[src/rtl/sw_debounce_pkg.sv]
// Shared types and defaults for the switch debouncer.
// Holds the per-channel FSM state encoding and the default debounce window.
// No logic; imported by the channel and top modules.
package sw_debounce_pkg;

    // 10 ms at 25 MHz
    localparam int DEFAULT_DEBOUNCE_CYCLES = 250000;

    typedef enum logic [1:0] {
        ST_STABLE_LO = 2'd0,
        ST_WAIT_HI   = 2'd1,
        ST_STABLE_HI = 2'd2,
        ST_WAIT_LO   = 2'd3
    } db_state_e;

endpackage

[src/rtl/debounce_ch.sv]
// Single-channel switch debouncer: 2-flop synchronizer, hold-time FSM, press/release pulses, LED toggle.
// Latency: a clean input step reaches sw_level and the pulse DEBOUNCE_CYCLES+1 edges after it is first sampled.
// No backpressure: pulses are single-cycle and unconditional.
module debounce_ch
    import sw_debounce_pkg::*;
#(
    parameter int DEBOUNCE_CYCLES = DEFAULT_DEBOUNCE_CYCLES
) (
    input  logic clk,
    input  logic rst,
    input  logic sw_in,
    output logic sw_level,
    output logic sw_press,
    output logic sw_release,
    output logic led_toggle
);

    localparam int              CNT_W    = $clog2(DEBOUNCE_CYCLES);
    // Entry into WAIT_* already consumed one matching sample, so the count
    // stops one short of the window.
    localparam logic [CNT_W-1:0] CNT_LAST = CNT_W'(DEBOUNCE_CYCLES - 2);

    logic [1:0]       sync_q, sync_d;
    db_state_e        state_q, state_d;
    logic [CNT_W-1:0] cnt_q, cnt_d;
    logic             press_q, press_d;
    logic             release_q, release_d;
    logic             toggle_q, toggle_d;

    logic             sw_sync;
    logic             cnt_done;

    assign sw_sync  = sync_q[1];
    assign cnt_done = (cnt_q == CNT_LAST);

    // Synchronizer shift: raw pad level enters bit 0, bit 1 feeds the FSM.
    always_comb begin
        sync_d = {sync_q[0], sw_in};
    end

    // Debounce FSM: a new level must persist through the whole window; any
    // reversion while waiting drops back silently. Counter never wraps since
    // the FSM leaves WAIT_* when it reaches CNT_LAST.
    always_comb begin
        state_d   = state_q;
        cnt_d     = cnt_q;
        press_d   = 1'b0;
        release_d = 1'b0;
        case (state_q)
            ST_STABLE_LO: begin
                if (sw_sync) begin
                    state_d = ST_WAIT_HI;
                    cnt_d   = '0;
                end
            end
            ST_WAIT_HI: begin
                if (!sw_sync) begin
                    state_d = ST_STABLE_LO;
                end else if (cnt_done) begin
                    state_d = ST_STABLE_HI;
                    press_d = 1'b1;
                end else begin
                    cnt_d = cnt_q + CNT_W'(1);
                end
            end
            ST_STABLE_HI: begin
                if (!sw_sync) begin
                    state_d = ST_WAIT_LO;
                    cnt_d   = '0;
                end
            end
            ST_WAIT_LO: begin
                if (sw_sync) begin
                    state_d = ST_STABLE_HI;
                end else if (cnt_done) begin
                    state_d   = ST_STABLE_LO;
                    release_d = 1'b1;
                end else begin
                    cnt_d = cnt_q + CNT_W'(1);
                end
            end
        endcase
    end

    // LED flips on the cycle the press pulse is high; release leaves it alone.
    always_comb begin
        toggle_d = toggle_q ^ press_q;
    end

    // All channel state; reset abandons any count in progress.
    always_ff @(posedge clk or posedge rst) begin
        if (rst) begin
            sync_q    <= 2'b00;
            state_q   <= ST_STABLE_LO;
            cnt_q     <= '0;
            press_q   <= 1'b0;
            release_q <= 1'b0;
            toggle_q  <= 1'b0;
        end else begin
            sync_q    <= sync_d;
            state_q   <= state_d;
            cnt_q     <= cnt_d;
            press_q   <= press_d;
            release_q <= release_d;
            toggle_q  <= toggle_d;
        end
    end

    assign sw_level   = (state_q == ST_STABLE_HI) || (state_q == ST_WAIT_LO);
    assign sw_press   = press_q;
    assign sw_release = release_q;
    assign led_toggle = toggle_q;

endmodule

[src/rtl/sw_debounce.sv]
// Multi-channel switch debouncer with press/release pulses and per-channel LED toggle.
// Latency: DEBOUNCE_CYCLES+1 edges from first sampling of a clean step to level/pulse.
// No backpressure: channels are fully independent and free-running.
module sw_debounce
    import sw_debounce_pkg::*;
#(
    parameter int NUM_CH          = 4,
    parameter int DEBOUNCE_CYCLES = DEFAULT_DEBOUNCE_CYCLES
) (
    input  logic              CLK,
    input  logic              RST,
    input  logic [NUM_CH-1:0] SW_IN,
    output logic [NUM_CH-1:0] SW_LEVEL,
    output logic [NUM_CH-1:0] SW_PRESS,
    output logic [NUM_CH-1:0] SW_RELEASE,
    output logic [NUM_CH-1:0] LED_TOGGLE
);

    // One independent debouncer per switch.
    for (genvar i = 0; i < NUM_CH; i++) begin : g_ch
        debounce_ch #(
            .DEBOUNCE_CYCLES(DEBOUNCE_CYCLES)
        ) u_ch (
            .clk       (CLK),
            .rst       (RST),
            .sw_in     (SW_IN[i]),
            .sw_level  (SW_LEVEL[i]),
            .sw_press  (SW_PRESS[i]),
            .sw_release(SW_RELEASE[i]),
            .led_toggle(LED_TOGGLE[i])
        );
    end

endmodule

[config.mk]
export PLATFORM = sky130hd
export DESIGN_NAME = sw_debounce
export DESIGN_NICKNAME = d
export VERILOG_FILES = /design/src/rtl/sw_debounce_pkg.sv /design/src/rtl/debounce_ch.sv /design/src/rtl/sw_debounce.sv
export SDC_FILE = /design/constraint.sdc
export NUM_CORES = 1
export LEC_CHECK = 0
export CAP_MARGIN = 20
export CORE_MARGIN = 5
export CORE_UTILIZATION = 43
export CTS_BUF_LIST = sky130_fd_sc_hd__clkbuf_8
export CTS_CLUSTER_DIAMETER = 40
export DETAILED_ROUTE_END_ITERATION = 8
export GPL_TIMING_DRIVEN = 0
export PLACE_DENSITY = 0.61
export SLEW_MARGIN = 20
export SYNTH_ARGS = -nofsm -noshare
export SYNTH_HDL_FRONTEND = slang
export SYNTH_SLANG_ARGS = --single-unit
[constraint.sdc]
create_clock -name CLK -period 3.9 [get_ports CLK]
set_clock_uncertainty 0.2 [all_clocks]
set_input_delay 0.39 -clock CLK [delete_from_list [all_inputs] [get_ports CLK]]
set_output_delay 0.39 -clock CLK [all_outputs]
set_load 0.1 [all_outputs]
; ---- Word level (Yosys, flattened, before mapping)
; Cells that the tools add are included.
[word_totals]
regBits = 100
output_inout_bits = 16
[classes]
n_mux = 72
reduce_logical = 16
eq_ne = 40
n_bitwise = 4
add_sub_neg = 4
[op_table]
columns = op, count
row1 = 18-bit 2-to-1 mux, 20
row2 = 18-bit case mux with 4 select lines, 4
row3 = "18-bit by 1-bit adder with 18-bit output, second input constant", 4
row4 = "18-bit equality test, second input constant", 4
row5 = 2-bit 2-to-1 mux, 24
row6 = 2-bit case mux with 4 select lines, 4
row7 = 4-bit AND reduction, 8
row8 = 1-bit 2-to-1 mux, 20
row9 = "2-bit equality test, second input constant", 8
row10 = "2-bit by 1-bit != test with 1-bit output, second input constant", 8
row11 = "2-bit != test, second input constant", 8
row12 = "3-bit by 1-bit != test with 1-bit output, second input constant", 4
row13 = "3-bit != test, second input constant", 4
row14 = "2-bit by 1-bit equality test with 1-bit output, second input constant", 4
row15 = 2-bit zero test, 4
row16 = 1-bit logical OR, 4
row17 = 1-bit XOR, 4

; ---- Logic depth before layout (Yosys ltp)
[depth]
depth_word = 4
mapped_depth = 10
depth_no_buf = 8

; ---- By module
; A second synthesis with hierarchy kept.
[unflattened]
cells_unflattened = 563
hier_area_um2 = 5461.5
[modules_own_cells]
columns = mod, area_each_um2, cells_each, seq_area_each_um2, n_inst
row1 = debounce_ch at g_ch[0].u_ch ..., 1371.3, 142, 625.6, 3
row2 = debounce_ch at g_ch[3].u_ch, 1347.5, 137, 625.6, 1

; ---- Worst setup path after synthesis
; No wires, ideal clock.
[synth_timing]
path_kind = flip-flop to flip-flop
start = register g_ch[1].u_ch.cnt_q[11]
end = register with a tool-made name
period_less_slack_ns = 2.489
t_required_ns = 3.575
path_stages_with_launch = 6
path_buffers = 1
t_arrival_ns = 2.164
setup_time_ns = 0.125
slack_ns = 1.411
cell_sequence = dfrtp_1 buf_6 or4b_1 or4_4 nor4_4 mux2_2
[synth_lines]
columns = element, line
row1 = from (decl), debounce_ch.sv:25  ; logic [CNT_W-1:0] cnt_q, cnt_d;
row2 = from (signal assigned), debounce_ch.sv:102  ; cnt_q <= cnt_d;

; ---- Worst setup path in the final report
[layout_timing]
start = register g_ch[2].u_ch.cnt_q[9]
end = register g_ch[2].u_ch.cnt_q[16]
[layout_via]
elab_chain_cells = 4
word_cells_on_any_way = 6
cone_classes = add/sub: 1 / eq/ne: 1 / mux: 4
[layout_rtl]
columns = element, line
row1 = from (decl), debounce_ch.sv:25
row2 = from (signal assigned), debounce_ch.sv:102
row3 = 18-bit by 1-bit adder with 18-bit output or 18-bit equality test (tied branches), "debounce_ch.sv:63, debounce_ch.sv:79, debounce_ch.sv:34"
row4 = 18-bit 2-to-1 mux *, "debounce_ch.sv:59, debounce_ch.sv:75"
row5 = "18-bit 2-to-1 mux, on equally long branches", "debounce_ch.sv:73, debounce_ch.sv:57"
row6 = 18-bit case mux with 4 select lines *, debounce_ch.sv:49  ; case (state_q)
; Mark *: on every way between the ends. The rest lies on a longest branch, timed or not. The select of a mux whose other input is x is not followed.
; A chain may end at the register's enable or synchronous reset.

==> impl_metrics.toml <==
[outcome]
status = "complete, no violations"

[sta]
fin_crit_sh_pct = 72.81
drv_slew = 0
rsz0062_at_grt = "false"
slew_headroom_pct = 34.37
fmax_ghz = 0.3522
worstMarginPinSlew_ns = 0.9814
setup_viol = 0
finalWorstSetupSlack_ns = 1.060
tns_ns = 0
hold_viol_final = 0
fin_crit_ns = 2.840

[place]
gp_congestion = 0.8670
dp_hpwl_mm = 7.692
placed_area_mm2 = 0.005786
place_ws_ns = 1.126
portBuffers = 21

[floorplan]
ios = 22
die_h_um = 121.4
initial_core_util_pct = 44.21
core_area_mm2 = 0.01206
die_x_um = 121.4
dieArea_mm2 = 0.01473
row_count = 40

[synth]
ys_types = 61
synth_seq_area_share_pct = 46.93
synth_top_family_by_area = "simple AND/OR/NAND/NOR gates"
netlist_instances = 556
synth.ff_latch_count = 100
syn-num-nets = 570
yosysWarnings = 0
async_reset_ff_share_pct = 100.0
ys.flop_type = "dfrtp_1"
synthSimpleGateAreaFrac_pct = 23.77
synthXorXnorAreaFrac_pct = 2.135
synth.area.mux_share_pct = 1.854
synth_compound_area_share_pct = 18.23
synth_fa_ha_area_share_pct = 1.877
syn_area_mm2 = 0.005333
synth_edf_count = 0
synth_area_per_cell_um2 = 9.591

[global_route]
grt_overflow = 0
antenna_found_initial = 0
grt_first_pass_wirelength_mm = 19.58
grt_use_met2_pct = 25.94
top_usage_layer = "met2"
met1_usage_pct = 21.52
first_global_vias = 4148
grt_max_degree = 77
grt_usage_pct = 16.20
grt_use_met3_pct = 4.242

[power]
power.density_mw_per_mm2 = 319.4
ir_worst_vdd_uv = 207.5
power_mw = 1.909
power_leakage_nw = 2.486

[setup_path]
worstSetupEndpointType = "flop"
reg2regPathDepth = 6
critPathRequiredTime_ns = 3.95
cp-startpoint = "g_ch[2].u_ch.cnt_q[9]$_DFFE_PP0P_"
crit_fanout = 10
worstReg2RegStart = "g_ch[2].u_ch.cnt_q[9]$_DFFE_PP0P_"
r2r_end = "g_ch[2].u_ch.cnt_q[16]$_DFFE_PP0P_"
reg2reg_slack_ns = 1.06
path_class = "reg2reg"
worstPathArrival_ns = 2.89
endpoint = "g_ch[2].u_ch.cnt_q[16]$_DFFE_PP0P_"
cp-start-kind = "flop"

[detailed_routing]
drc = 0
ant_nets = 0
via_per_inst = 5.620
wl_per_cell_um = 14.76
routed_wl_mm = 11.23
first_pass_iters = 4
drtIter0Drc = 296
vias = 4277

[clocking]
root_buffer = "clkbuf_8"
htreeDepth = 3
clk_pin_slew_ns = 0.10
numCtsBuffers = 9
cts_resized = 0
insertion_delay_ns = 0.38
cts.path.max_buffers = 2
cts_tree = "built"
cts_setup_buffers = 0
ctsHoldBuffers = 0
cts_sinks = 100

[layout]
n_antenna_cell = 0
final_layout_size_suffix_gt1_share_pct = 9.444
synthToLayoutAreaGrowth_pct = 12.08
final_cell_area_mm2 = 0.005977
layout_commonest_cell = "dfrtp_1"
fillers = 1150
finish.utilization_pct = 49.55
nNetsFinal = 603
layout_common_cells = "100 x dfrtp_1, 61 x nand2_1, 50 x o21ai_0, 34 x nand3_1, 24 x nor2_1"

[job]
drv_cap = 0

[hold_path]
hold_path.class = "in2async"
-- per-layer routing --
metal,up-vias,wire (µm)
li1,2108,-
met1,2105,5577
met2,50,5178
met3,14,330
met4,0,145
met5,-,0
-- cell families (layout without fill, tap and decap cells) --
family                     count (synthesis)  in the layout
DFF                                      100            100
xor gates and xnor gates                  13             13
and+or+nand+nor                          225            225
AOI/OAI and AO/OA                        145            145
buffers and inverters                     56             93
muxes                                      9              9
adders and majority gates                  8              8
-- synth_stat cells, types with 12 or more instances --
cell type | count | area, µm²
nor2_1 | 24 | 90.09
dfrtp_1 | 100 | 2502
o31ai_1 | 19 | 142.6
o21ai_0 | 50 | 250.2
nor3_1 | 12 | 60.06
inv_1 | 16 | 60.06
clkbuf_1 | 21 | 78.83
nand3_1 | 34 | 170.2
a21oi_1 | 14 | 70.07
nand4_1 | 12 | 75.07
nand2_1 | 61 | 229.0
buf_4 | 16 | 120.1
-- state kept, by name, summed over array words and instances (netlist names), named ones only --
| register | cells |
|---|---|
| g_ch.u_ch.sync_q | 8 |
| g_ch.u_ch.sw_release | 4 |
| g_ch.u_ch.state_q | 4 |
| g_ch.u_ch.led_toggle | 4 |
| g_ch.u_ch.cnt_q | 72 |
| g_ch.u_ch.sw_press | 4 |
-- layout make-up --
| class | count | area (µm²) | area share [%] |
|---|---|---|---|
| Multi-Input combinational cell | 400 | 2552 | 42.70 |
| Sequential cell | 100 | 2502 | 41.87 |
| Timing Repair Buffer | 22 | 237.7 | 3.977 |
| Buffer | 39 | 214.0 | 3.580 |
| Tap cell | 168 | 210.2 | 3.517 |
| Clock buffer | 10 | 137.6 | 2.303 |
| Inverter | 17 | 68.82 | 1.151 |
| Clock inverter | 5 | 53.80 | 0.9001 |
-- report_power, final --
group	total [mW]	leakage (nW)	switching [mW]	internal (mW)
logic	0.136	1.03	0.0881	0.0482
registers	1.11	1.36	0.0405	1.06
clock network	0.668	0.0956	0.360	0.307
-- through the flow --
| stage | cells | hold slack (ns) |
|---|---|---|
| 6_report | 761 | 0.1109 |
| 5_1_grt | 761 | 0.1140 |
| 4_1_cts | 761 | 0.1049 |
| 3_5_place_dp | 746 | 0.1404 |
| 3_3_place_gp | 745 | 0.1351 |
| 2_1_floorplan | 556 | 0.1312 |
-- worst max-delay path, stage by stage (launching register included) --
cell	delay, ns
dfrtp_1	0.47
nor4b_1	0.34
nand3_1	0.14
or4_1	0.64
nand3_1	0.35
clkbuf_1	0.40
o21ai_0	0.17
-- worst min-delay path by stage --
stage	start	endpoint
3_5_place_dp	g_ch[0].u_ch.sync_q[0]$_DFF_PP0_	g_ch[0].u_ch.sync_q[1]$_DFF_PP0_
5_1_grt	RST	g_ch[0].u_ch.led_toggle$_DFF_PP0_
6_report	RST	g_ch[0].u_ch.led_toggle$_DFF_PP0_
3_3_place_gp	g_ch[3].u_ch.sync_q[0]$_DFF_PP0_	g_ch[3].u_ch.sync_q[1]$_DFF_PP0_
4_1_cts	RST	g_ch[0].u_ch.led_toggle$_DFF_PP0_
2_1_floorplan	g_ch[0].u_ch.sync_q[0]$_DFF_PP0_	g_ch[0].u_ch.sync_q[1]$_DFF_PP0_
Power figures use the tool's default switching activity.
